$ cat src/rtl/johnson_step_sequencer.sv
// Command-driven controller for a 2*WIDTH-state Johnson ring.
// Accepts step/home commands over valid/ready. It advances the ring one step
// every period+1 clocks and pulses done (qualified by aborted) on completion.
module johnson_step_sequencer #(
    parameter int WIDTH    = 4,
    parameter int STEPS_W  = 8,
    parameter int PERIOD_W = 8
) (
    input  logic                           clk,
    input  logic                           sync_reset,
    input  logic                           cmd_valid,
    output logic                           cmd_ready,
    input  logic                           cmd_dir,
    input  logic                           cmd_home,
    input  logic [STEPS_W-1:0]             cmd_steps,
    input  logic [PERIOD_W-1:0]            cmd_period,
    input  logic                           abort,
    output logic [WIDTH-1:0]               out,
    output logic [$clog2(2*WIDTH)-1:0]     phase,
    output logic                           busy,
    output logic                           done,
    output logic                           aborted
);
    localparam int PW = $clog2(2*WIDTH);
    localparam logic [PW-1:0] PH_LAST = PW'(2*WIDTH-1);
    localparam logic [PW-1:0] PH_HALF = PW'(WIDTH);

    typedef enum logic [1:0] {IDLE, RUN, DONE} state_t;

    state_t              state, state_n;
    logic [WIDTH-1:0]    out_n;
    logic [PW-1:0]       phase_n;
    logic                dir_r, dir_n;
    logic [STEPS_W-1:0]  rem, rem_n;
    logic [PERIOD_W-1:0] pcnt, pcnt_n, period_reg, period_n;
    logic                ab_r, ab_n;

    // Handshake/status outputs are pure decodes of the state register.
    assign cmd_ready = (state == IDLE);
    assign busy      = (state == RUN);
    assign done      = (state == DONE);
    assign aborted   = (state == DONE) && ab_r;

    // State and datapath registers; reset overrides any in-flight command.
    always_ff @(posedge clk) begin
        if (sync_reset) begin
            state      <= IDLE;
            out        <= '0;
            phase      <= '0;
            dir_r      <= 1'b0;
            rem        <= '0;
            pcnt       <= '0;
            period_reg <= '0;
            ab_r       <= 1'b0;
        end else begin
            state      <= state_n;
            out        <= out_n;
            phase      <= phase_n;
            dir_r      <= dir_n;
            rem        <= rem_n;
            pcnt       <= pcnt_n;
            period_reg <= period_n;
            ab_r       <= ab_n;
        end
    end

    // Next-state logic: command accept, home path choice, prescaled stepping.
    always_comb begin
        state_n  = state;
        out_n    = out;
        phase_n  = phase;
        dir_n    = dir_r;
        rem_n    = rem;
        pcnt_n   = pcnt;
        period_n = period_reg;
        ab_n     = ab_r;
        case (state)
            IDLE: begin
                if (cmd_valid) begin
                    dir_n    = cmd_dir;
                    period_n = cmd_period;
                    pcnt_n   = cmd_period;
                    ab_n     = 1'b0;
                    if (cmd_home) begin
                        // Shortest way back to phase 0; the tie at WIDTH goes forward.
                        if (phase == '0) begin
                            rem_n = '0;
                        end else if (phase < PH_HALF) begin
                            dir_n = 1'b0;
                            rem_n = STEPS_W'(phase);
                        end else begin
                            dir_n = 1'b1;
                            rem_n = STEPS_W'(2*WIDTH) - STEPS_W'(phase);
                        end
                    end else begin
                        rem_n = cmd_steps;
                    end
                    state_n = (rem_n == '0) ? DONE : RUN;
                end
            end
            RUN: begin
                if (abort) begin
                    // Abort wins over a due step.
                    ab_n    = 1'b1;
                    state_n = DONE;
                end else if (pcnt == '0) begin
                    if (dir_r) begin
                        out_n   = {out[WIDTH-2:0], ~out[WIDTH-1]};
                        phase_n = (phase == PH_LAST) ? '0 : phase + 1'b1;
                    end else begin
                        out_n   = {~out[0], out[WIDTH-1:1]};
                        phase_n = (phase == '0) ? PH_LAST : phase - 1'b1;
                    end
                    rem_n  = rem - 1'b1;
                    pcnt_n = period_reg;
                    if (rem == STEPS_W'(1)) state_n = DONE;
                end else begin
                    pcnt_n = pcnt - 1'b1;
                end
            end
            DONE:    state_n = IDLE;
            default: state_n = IDLE;
        endcase
    end
endmodule

$ cat config.mk
export PLATFORM = sky130hd
export DESIGN_NAME = johnson_step_sequencer
export DESIGN_NICKNAME = d
export VERILOG_FILES = /design/src/rtl/johnson_step_sequencer.sv
export SDC_FILE = /design/constraint.sdc
export NUM_CORES = 1
export LEC_CHECK = 0
export CAP_MARGIN = 20
export CORE_ASPECT_RATIO = 1.2
export CORE_MARGIN = 2
export CORE_UTILIZATION = 45
export DETAILED_ROUTE_END_ITERATION = 16
export GPL_TIMING_DRIVEN = 0
export HOLD_SLACK_MARGIN = 0.03
export PLACE_DENSITY = 0.68
export SYNTH_ARGS = -nofsm -noshare
export SYNTH_HDL_FRONTEND = slang
export SYNTH_SLANG_ARGS = --single-unit
$ cat constraint.sdc
create_clock -name clk -period 4.3 [get_ports clk]
set_clock_uncertainty 0.05 [all_clocks]
set_input_delay 0.645 -clock clk [delete_from_list [all_inputs] [get_ports clk]]
set_output_delay 0.645 -clock clk [all_outputs]
set_load 0.02 [all_outputs]
# == After elaboration in Yosys (flattened, before gate mapping) ==
# Cells that the tools add are included.
# word_totals
regBits,35
in_bits,22
# op_classes
n_addsub,5
magnitude_cmp,1
n_eq_ne,10
n_mux,29
n_bitwise,3
reduce_logical,12
# ops
cell,count
two-way mux 8 bit,11
one-hot mux 8 bit (2 select lines),2
logical NOT 8 bit,2
"subtractor 8 x 1 -> 8 bit, second input constant",2
AND reduction 3 bit,4
two-way mux 2 bit,5
two-way mux 3 bit,3
"== test 8 x 1 -> 1 bit, second input constant",1
"!= test 2 bit, second input constant",3
"!= test 3 x 2 -> 1 bit, second input constant",2
two-way mux 1 bit,5
"subtractor 4 x 3 -> 5 bit, first input constant",1
two-way mux 4 bit,1
one-hot mux 2 bit (2 select lines),1
AND reduction 4 bit,1
"adder 3 x 1 -> 3 bit, second input constant",1
"== test 3 bit, second input constant",1
logical NOT 3 bit,1
"< comparator 3 bit, second input constant",1
inverter 1 bit,3
"subtractor 3 x 1 -> 3 bit, second input constant",1
"== test 2 x 1 -> 1 bit, second input constant",1
"== test 2 bit, second input constant",1
logical NOT 2 bit,1
other kinds (5),5

# == Logic depth before layout (Yosys ltp) ==
# Gate-level depths: netlist of run 1.
# logic_depth
word_depth,10
ltp_mapped,8
mapped_depth_nobuf,6

# == Worst setup path before layout of run 1 ==
# Ideal clock, no wire load.
# synth_timing
path_type,register to register
from,register phase[0]
to,register rem[1]
setup_ns,0.095
arrival_ns,1.834
required_ns,4.155
path_slack_ns,2.320
path_stages_with_launch,7
path_buffers,0
synth_period_minus_slack_ns,1.980
cell_sequence,dfxtp_1 inv_1 ha_1 or3b_2 a31oi_1 a211oi_1 a221oi_1
# synth_via
elab_chain_cells,8
# synth_lines
item,line_no,rtl
start: declaration,19,"output logic [$clog2(2*WIDTH)-1:0] phase,"
start signal: assignment,58,phase <= phase_n;
subtractor 4 x 3 -> 5 bit / < comparator 3 bit (equally long branches),"93, 88",
two-way mux 8 bit,88,end else if (phase < PH_HALF) begin
two-way mux 8 bit (*),86,if (phase == '0) begin
two-way mux 8 bit (*),84,if (cmd_home) begin
two-way mux 8 bit (*),79,if (cmd_valid) begin
two-way mux 8 bit (*),77,case (state)
two-way mux 8 bit (*),79,
one-hot mux 8 bit (2 select lines) (*),77,
end signal: assignment,60,rem <= rem_n;
end: declaration,34,"logic [STEPS_W-1:0] rem, rem_n;"
# Every way passes the cells marked *; elsewhere a longest branch is shown, timed or not. The select of a mux whose other input is x is not followed.
# A chain may end at the register's enable or synchronous reset.

# == Final worst setup path of run 1 ==
# layout_timing
from,register state[1]
to,output port busy
# layout_via
elab_chain_cells,1
# layout_lines
item,line_no,rtl
start: declaration,30,"state_t state, state_n;"
start signal: assignment,56,state <= state_n;
== test 2 x 1 -> 1 bit,40,assign busy = (state == RUN);
end: declaration,20,"output logic busy,"
# No other way between the ends.

==> impl_metrics.tcl, run 1 <==
set metrics [dict create \
    synth_compound_area_share_pct 27.0 \
    total_power_mw 0.983 \
    synth_top_family_by_area "compound AO/OA/AOI/OAI gates" \
    timing.critical_path.to_type "output port" \
    netlist_area_mm2 0.00218 \
    synth-seq-cells 35 \
    r2r_start "state[1]$_SDFFE_PP0P_" \
    place_congestion 0.959 \
    fin_util_pct 57.5 \
    yosys.area.top_type "dfxtp_1" \
    synth_edf_count 0 \
    htree_levels 2 \
    cp_max_fo 10 \
    hp-start "period_reg[4]$_SDFFE_PP0P_" \
    period_share_pct 76.7 \
    worst_pin_slew_ps 921 \
    yosysTopAreaCellShare_pct 32.2 \
    die_h_um 80.2 \
    cts_resized 0 \
    ys_top_cells_by_area "dfxtp_1 (32%), a21oi_1 (5.1%), nand2_1 (4.7%), nor2_1 (4.7%), ha_1 (4.6%)" \
    ys_warn_count 0 \
    syn_inst 280 \
    yosysMostFrequentCell "dfxtp_1" \
    hold-path-cell-count 2 \
    cts_setup_buffers 0 \
    cts_root_buffer "clkbuf_8" \
    dr.pass1.iters 4 \
    crit_type "register to output port" \
    rsz0062_at_grt "no" \
    layout.nets 349 \
    cp.arrival_ps 2600 \
    drv_slew 0 \
    synth_seq_area_share_pct 32.2 \
    drv_cap 0 \
    die_w_um 67.5 \
    hold_viol 0 \
    cts_tree "built" \
    clk_latency_ps 300 \
    routedWlPerCell_um 16.9 \
    grt_pass1_wl_um 10600 \
    synth_xor_area_share_pct 0.402 \
    max_freq_mhz 303 \
    r2r-end "rem[2]$_SDFFE_PP0P_" \
    avgSynthCellArea_um2 7.78 \
    hold_path.class "register to register" \
    area_delta_synth_final_pct 22.1 \
    cts.hold.buffers_added 0 \
    ant_nets 0 \
    start_util_pct 47.1 \
    hpwl_um 4610 \
    tns_ps 0 \
    clockBufferDepth 2 \
    drt_wl_total_um 6380 \
    yosys.area_share.simple_pct 26.2 \
    numCtsBuffers 5 \
    r2r_cells 7 \
    synth_common_cells "dfxtp_1 (35), nand2_1 (27), nor2_1 (27), a21oi_1 (22), o21ai_0 (18)" \
    p_per_area_mw_per_mm2 370 \
    drive_gt1_share_pct 6.88 \
    syn-num-nets 310 \
    setup_viol 0 \
    yosysUniqueCellTypes 48 \
    pin_count 33 \
    grt_usage_pct 26.1 \
    whs_endpoint "period_reg[4]$_SDFFE_PP0P_" \
    ys.flop_type "dfxtp_1" \
    synth.area.mux_share_pct 3.68 \
    drt_iter0_drc 175 \
    p_leak_nw 0.925 \
    antenna_found_initial 0 \
    fp-row-count 27 \
    grt_max_degree 13 \
    ff2ff_setup_slack_ps 2000 \
    via_per_inst 6.02 \
    max_slew_margin_pct 38.0 \
    clock_sinks 35 \
    async_flop_share_pct 0 \
    drc 0 \
    die_area_mm2 0.00542 \
    vias 2275 \
    grt.overflow.total 0 \
    irDropWorstVdd_uv 208 \
    critPathRequiredTime_ps 3610 \
    start_kind "register" \
    status "complete, no violations" \
    grt_pass1_vias 2155 \
    core_area_mm2 0.00463 \
    synthAdderAreaFrac_pct 4.60 \
    clkTransAtPathRegs_ps 80 \
    finalCriticalPeriod_ps 3300 \
    io_buffers 32 \
    num_antenna_cells 0 \
]
[power by group]
| part | switching (mW) | internal [mW] | leakage, nW |
|---|---|---|---|
| clock network | 0.137 | 0.113 | 0.0402 |
| registers | 0.0314 | 0.354 | 0.287 |
| logic | 0.206 | 0.142 | 0.599 |
[final cells by class]
cell class	instances	area, µm²
fill	436	1970
inverter	14	52.6
buffer	17	77.6
tap	58	72.6
timing repair buffer	32	320
multi-input combinational	214	1350
clock buffer	5	68.8
sequential	35	701
clock inverter	3	20.0
[worst max-delay path by stage]
stage	from	end	slack (ps)	depth (start not counted)
after floorplan	phase[0]$_SDFFE_PP0P_	rem[1]$_SDFFE_PP0P_	2320	6
after CTS	state[1]$_SDFFE_PP0P_	busy	1010	6
after detailed placement	state[1]$_SDFFE_PP0P_	busy	1350	6
after global routing	state[1]$_SDFFE_PP0P_	busy	860	6
final	state[1]$_SDFFE_PP0P_	busy	1000	6
after global placement	state[1]$_SDFFE_PP0P_	busy	1360	6
[worst max-delay path, cell delays in order, from the launching register on]
cell and delay [ps]:
dfxtp_1 310, buf_2 170, nand2b_1 120, clkbuf_1 290, clkinv_1 420, clkbuf_1 380, clkdlybuf4s50_1 620
[cells by family after synthesis]
| logic type | after synthesis |
|---|---|
| simple gates | 107 |
| compound gates | 90 |
| flops | 35 |
| buf+inv | 31 |
| mux | 8 |
| fa+ha+maj | 8 |
| xor+xnor | 1 |
[per-stage QoR]
| stage | setup WS (ps) | area [µm²] | hold WS (ps) | cells |
|---|---|---|---|---|
| 2_1_floorplan | 2320 | 2180 | 382 | 280 |
| 3_3_place_gp | 1360 | 2570 | 393 | 370 |
| 3_5_place_dp | 1350 | 2570 | 396 | 370 |
| 4_1_cts | 1010 | 2660 | 407 | 378 |
| 5_1_grt | 857 | 2660 | 425 | 378 |
| 6_report | 1000 | 2660 | 407 | 378 |
[routing by layer]
layer / vias to the layer above / wire length, µm / global-route usage, %
li1: 1108 / - / -
met5: - / 0 / 0
met4: 0 / 92 / 9.39
met1: 1063 / 2720 / 34.5
met2: 95 / 3060 / 41.6
met3: 9 / 516 / 4.90
[cell usage in the layout, fill, tap and decap left out, types with 5 or more instances in the layout]
master and instances:
nor2_1 27, clkdlybuf4s50_1 32, a221oi_1 5, nor4_1 6
clkbuf_8 5, nand3_1 5, o211ai_1 6, nand2b_1 7
o21ai_0 18, nand2_1 27, a211oi_1 10, ha_1 8
dfxtp_1 35, a31oi_1 5, a21oi_1 22, nor3b_1 6
mux2i_1 8, clkbuf_1 13, inv_1 13
No activity file was read; power rests on OpenSTA's default activity.
==> run 2: changes to the inputs <==
Clock period 4.3 ns to 3.4 ns, I/O delays scaled along.
==> results of run 2 <==
The final DEF is identical to that of run 1. Status: complete, no violations.
Main changes from that run: setup slack after placement 1350 ps -> 582 ps; setup slack after layout 1000 ps -> 238 ps; register-to-register setup slack 2000 ps -> 1100 ps; total power 0.983 mW -> 1.24 mW; worst IR drop on VDD 208 µV -> 263 µV
==> edit 1 (flow settings as in run 2) <==
The 3 states of `state_t` get a one-hot encoding in 3 bits.
--- a/src/rtl/johnson_step_sequencer.sv
+++ b/src/rtl/johnson_step_sequencer.sv
@@ -26,5 +26,5 @@
     localparam logic [PW-1:0] PH_HALF = PW'(WIDTH);
 
-    typedef enum logic [1:0] {IDLE, RUN, DONE} state_t;
+    typedef enum logic [2:0] {IDLE = 3'b001, RUN = 3'b010, DONE = 3'b100} state_t;
 
     state_t              state, state_n;
Check against the original RTL: same outputs for any inputs over 10 cycles, from zero or initial values and one cycle with sync_reset high; not proved beyond that.
==> edit 1 against run 2 <==
  * First-iteration DRC count is 25% lower
  * Design area is 1.8% lower
  * Synthesized cell count down 7.5%
  * Routed wire length decreased by 15%
  * Die area shrank 2.9%
  * Sequential cell count rose by 1
  * Critical path type unchanged
  * Area after synthesis decreased by 3.0%
  * Combinational power decreased by 37%
  * Power shrank 8.6%
  * Worst setup slack better by 0.10 ns
==> edit 1: results (changes against run 2) <==
[finish]
drive_gt1_frac = 0.08696  ; was 0.06875
n_fill_cell = 463  ; was 436
finalNetCount = 328  ; was 349
final_area_um2 = 2613  ; was 2660 um2

[global_route]
grt_pass1_vias = 1921  ; was 2,155
grt_use_met1 = 0.2758  ; was 0.3449
grt_pass1_wl_um = 9142  ; was 10,570 um
grtUsageTotal = 0.2261  ; was 0.2606
met3_usage = 0.03966  ; was 0.04902

[routing]
wl_met2_um = 2687  ; was 3059 um
post_drt_wl_per_cell_um = 15.27  ; was 16.89 um
vias = 2027  ; was 2,275
m1WireLength_um = 2477  ; was 2715 um
routed_wl_um = 5450  ; was 6384 um

[power_and_ir_drop]
finalPower_mw = 1.136  ; was 1.243 mW
p_leak_nw = 0.9587  ; was 0.9255 nW
pwr-share-clk = 0.331  ; was 0.254

[placed_design]
dp_hpwl_um = 3902  ; was 4615 um
gp_congestion = 0.8054  ; was 0.9586
place_area_um2 = 2505  ; was 2571 um2
dp_cells = 349  ; was 370

[timing]
holdWs_ns = 0.4065  ; was 0.4074 ns
min_period_ns = 3.060  ; was 3.162 ns
tightest_slew_ns = 0.6750  ; was 0.9215 ns

[logic_synthesis]
yosysUniqueCellTypes = 50  ; was 48
synth_common_cells = dfxtp_1 (36), nand2_1 (32), nor2_1 (28)  ; was dfxtp_1 (35), nand2_1 (27), nor2_1 (27)
synth_nets = 289  ; was 310
ys_seq_area_frac = 0.3412  ; was 0.3217

[run_status]
status = finished, final reports clean  ; unchanged

==> edit 1: changes by cell type after synthesis, moves of 4 or more <==
cell	change
xnor2_1	+4
and3_1	+6
nand2_1	+5
a221oi_1	-5
o21ai_0	-4
a311oi_2	+4
nand3_1	-4
mux2i_1	-5
o31a_1	-4
nand2b_1	-6
nor4_1	-4
clkbuf_1	-6
==> edit 1: worst max-delay path, stage by stage, from the launching register on <==
cell	delay, ns
dfxtp_1	0.41
or3b_2	0.45
clkbuf_1	0.18
inv_1	0.23
buf_2	0.29
clkdlybuf4s50_1	0.65
==> edit 1: path summary, 6_finish.rpt <==
check,start,to,cells after the start
max,state[1]$_SDFFE_PP0P_,busy,5
min,period_reg[1]$_SDFFE_PP0P_,period_reg[1]$_SDFFE_PP0P_,2
max reg2reg,phase[0]$_SDFFE_PP0P_,state[2]$_SDFFE_PP0P_,7
min reg2reg,period_reg[1]$_SDFFE_PP0P_,period_reg[1]$_SDFFE_PP0P_,2
==> edit 1: cell families (layout without fill, tap and decap cells) <==
| group | count (synthesis) | count (layout) | synth area share |
|---|---|---|---|
| AOI/OAI and AO/OA | 80 | 80 | 0.2713 |
| xor gates and xnor gates | 5 | 5 | 0.02073 |
| adders and majority gates | 8 | 8 | 0.04740 |
| buffers and inverters | 26 | 66 | 0.05569 |
| DFF | 36 | 36 | 0.3412 |
| muxes | 3 | 3 | 0.01422 |
| and+or+nand+nor | 101 | 101 | 0.2494 |
==> edit 1: area by class of cell <==
cell class,instances,area share
inverters,12,0.01724
clock buffers,6,0.02778
plain buffers,14,0.02778
clock inverters,2,0.01341
flip-flops and latches,36,0.2759
multi-input cells,197,0.4875
repair buffers,32,0.1226
well taps,58,0.02778
==> edit 2 (config.mk and constraints of run 2) <==
Without the edit above. `WIDTH`: 4 -> 8.
--- a/src/rtl/johnson_step_sequencer.sv
+++ b/src/rtl/johnson_step_sequencer.sv
@@ -3,5 +3,5 @@
 // every period+1 clocks and pulses done (qualified by aborted) on completion.
 module johnson_step_sequencer #(
-    parameter int WIDTH    = 4,
+    parameter int WIDTH    = 8,
     parameter int STEPS_W  = 8,
     parameter int PERIOD_W = 8
Interface: changed (resized out and phase); port bits go from 33 to 38. The function was not compared with the original's and may differ.
==> edit 2 against run 2 <==
  * Area after synthesis increased by 9.6%
  * Worst setup slack improved by 0.35 ns
  * Utilization decreased by 1.4 points
  * Power increased by 7.3%
  * Routed wire length decreased by 2.4%
  * Critical path type unchanged
  * Design area increased by 9.4%
  * Via count increased by 2.8%
  * Clock power increased by 4%
  * Sequential cell count increased by 5
  * Die area increased by 9.1%
==> edit 2: results (changes against run 2) <==
[placed_design]
numPortBuffers = 35  ; was 32
dp_hpwl_um = 4504  ; was 4615 um
place_area_um2 = 2816  ; was 2571 um2
dp_cells = 404  ; was 370
gp_congestion = 0.9173  ; was 0.9586

[finish]
drive_gt1_frac = 0.06571  ; was 0.06875
synthToLayoutAreaGrowth_pct = 21.79  ; was 22.11%
antennaDiodeCount = 0  ; unchanged
instances_no_fill = 412  ; was 378
n_fill_cell = 518  ; was 436
finalNetCount = 378  ; was 349

[setup_path]
cp.required_ns = 2.84  ; about the same
r2r_start = phase[0]$_SDFFE_PP0P_  ; was state[1]$_SDFFE_PP0P_
startpoint = state[1]$_SDFFE_PP0P_  ; unchanged
rrSetupSlack_ns = 1.04  ; was 1.10 ns
cp_max_fo = 10  ; unchanged
timing.rr.end = state[0]$_SDFFE_PP0P_  ; was rem[2]$_SDFFE_PP0P_
r2r.worst_path.cells = 7  ; unchanged

[timing]
tightest_slew_ns = 0.6128  ; was 0.9215 ns

[clock_tree]
root_buffer = clkbuf_8  ; unchanged
h-tree-depth = 2  ; unchanged
cts_made_buffers = 5  ; unchanged
cts.clk_slew.worst_paths_ns = 0.08  ; about the same
clk_path_buf_depth = 2  ; unchanged
cts_setup_buffers = 0  ; unchanged
cts_resized = 0  ; unchanged
clk_latency_ns = 0.29

[power_and_ir_drop]
p_leak_nw = 1.070  ; was 0.9255 nW
vdd_drop_max_v = 0.0001802  ; was 0.0002627 V

[routing]
first_iter_violations = 168  ; was 175
avgViaCountPerCell = 5.675  ; was 6.019
drt_pass1_iterations = 4  ; unchanged
routed_wl_um = 6232  ; was 6384 um

[logic_synthesis]
ys_warn_count = 0  ; unchanged
synth_area_leaders = dfxtp_1 (34%), nand2_1 (6.8%), nor2_1 (4.6%), a21oi_1 (4.4%), o21ai_0 (3.8%)  ; was dfxtp_1 (32%), a21oi_1 (5.1%), nand2_1 (4.7%), nor2_1 (4.7%), ha_1 (4.6%)
synth_common_cells = nand2_1 (43), dfxtp_1 (40), nor2_1 (29)  ; was dfxtp_1 (35), nand2_1 (27), nor2_1 (27)
synth-async-reset-ratio = 0  ; unchanged
synth_top_flop_cell = dfxtp_1  ; unchanged
ys_seq_area_frac = 0.3353  ; was 0.3217
syn_inst = 307  ; was 280
yosysUniqueCellTypes = 58  ; was 48
synth_nets = 336  ; was 310

[min_path]
hold_end = period_reg[4]$_SDFFE_PP0P_  ; unchanged
hold_depth = 2  ; unchanged
hold_path_class = reg2reg  ; unchanged
holdCritStartpoint = period_reg[4]$_SDFFE_PP0P_  ; unchanged

[global_route]
grt_pass1_wl_um = 10040  ; was 10,570 um
grt_max_degree = 13  ; unchanged
antenna_found_initial = 0  ; unchanged
grtUsageTotal = 0.2102  ; was 0.2606
grt_pass1_vias = 2200  ; was 2,155

[run_status]
status = finished, final reports clean  ; unchanged

[edit 2: cell count changes after synthesis, moves of 4 or more]
cell / change
nand3_1: +5
nor3_1: +4
dfxtp_1: +5
nor4_1: -5
nand2_1: +16
a31oi_1: +4
o31a_1: -4
xnor2_1: +4
or3_1: -4
and3_1: +7
[edit 2: logic make-up (layout without fill, tap and decap cells)]
logic type | Yosys count | after routing | synth area share
multiplexers | 8 | 8 | 0.03405
buffers and inverters | 32 | 75 | 0.05971
XOR/XNOR | 6 | 6 | 0.02200
AND/OR/NAND/NOR | 123 | 123 | 0.2588
AO/OA/AOI/OAI | 91 | 91 | 0.2535
adder cells (fa/ha/maj) | 7 | 7 | 0.03667
flip-flops | 40 | 40 | 0.3353
[edit 2: metrics by stage]
stage,hold slack (ns),setup WS [ns]
after floorplan,0.3817,1.196
after global placement,0.3901,0.9010
after detailed placement,0.4002,0.8952
after CTS,0.4113,0.5706
after global routing,0.4293,0.4508
final,0.4115,0.5852
[edit 2: critical path: stages (launching register included)]
cell,delay [ns]
dfxtp_1,0.37
nand2b_1,0.15
clkbuf_1,0.17
inv_2,0.15
clkbuf_1,0.42
clkdlybuf4s50_1,0.70
[edit 2: how the worst max path moves through the flow]
stage,to,depth (start not counted),slack [ns]
floorplan,state[0]$_SDFFE_PP0P_,7,1.20
finish,busy,5,0.59
global placement,busy,5,0.90
CTS,busy,5,0.57
detailed placement,busy,5,0.90
global route,busy,5,0.45
[edit 2: power breakdown]
group | leakage (nW) | switching [mW] | internal (mW) | total [mW]
Sequential | 0.327 | 0.0507 | 0.512 | 0.563
Clock | 0.0510 | 0.167 | 0.162 | 0.329
Combinational | 0.692 | 0.250 | 0.193 | 0.443
Total | 1.07 | 0.467 | 0.867 | 1.33
[edit 2: layer usage]
layer,global-route usage,up-vias,wire length (um)
met5,0,-,0
met4,0.08217,0,96
met3,0.02657,8,292
met2,0.3619,64,2948
met1,0.2635,1083,2894
li1,-,1183,-
[edit 2: final cells by class]
| cell class | instances | share of cell area |
|---|---|---|
| well taps | 62 | 0.02667 |
| plain buffers | 20 | 0.03355 |
| inverters | 12 | 0.01548 |
| clock buffers | 6 | 0.02839 |
| flip-flops and latches | 40 | 0.2753 |
| clock inverters | 2 | 0.003441 |
| multi-input cells | 235 | 0.4968 |
| repair buffers | 35 | 0.1204 |
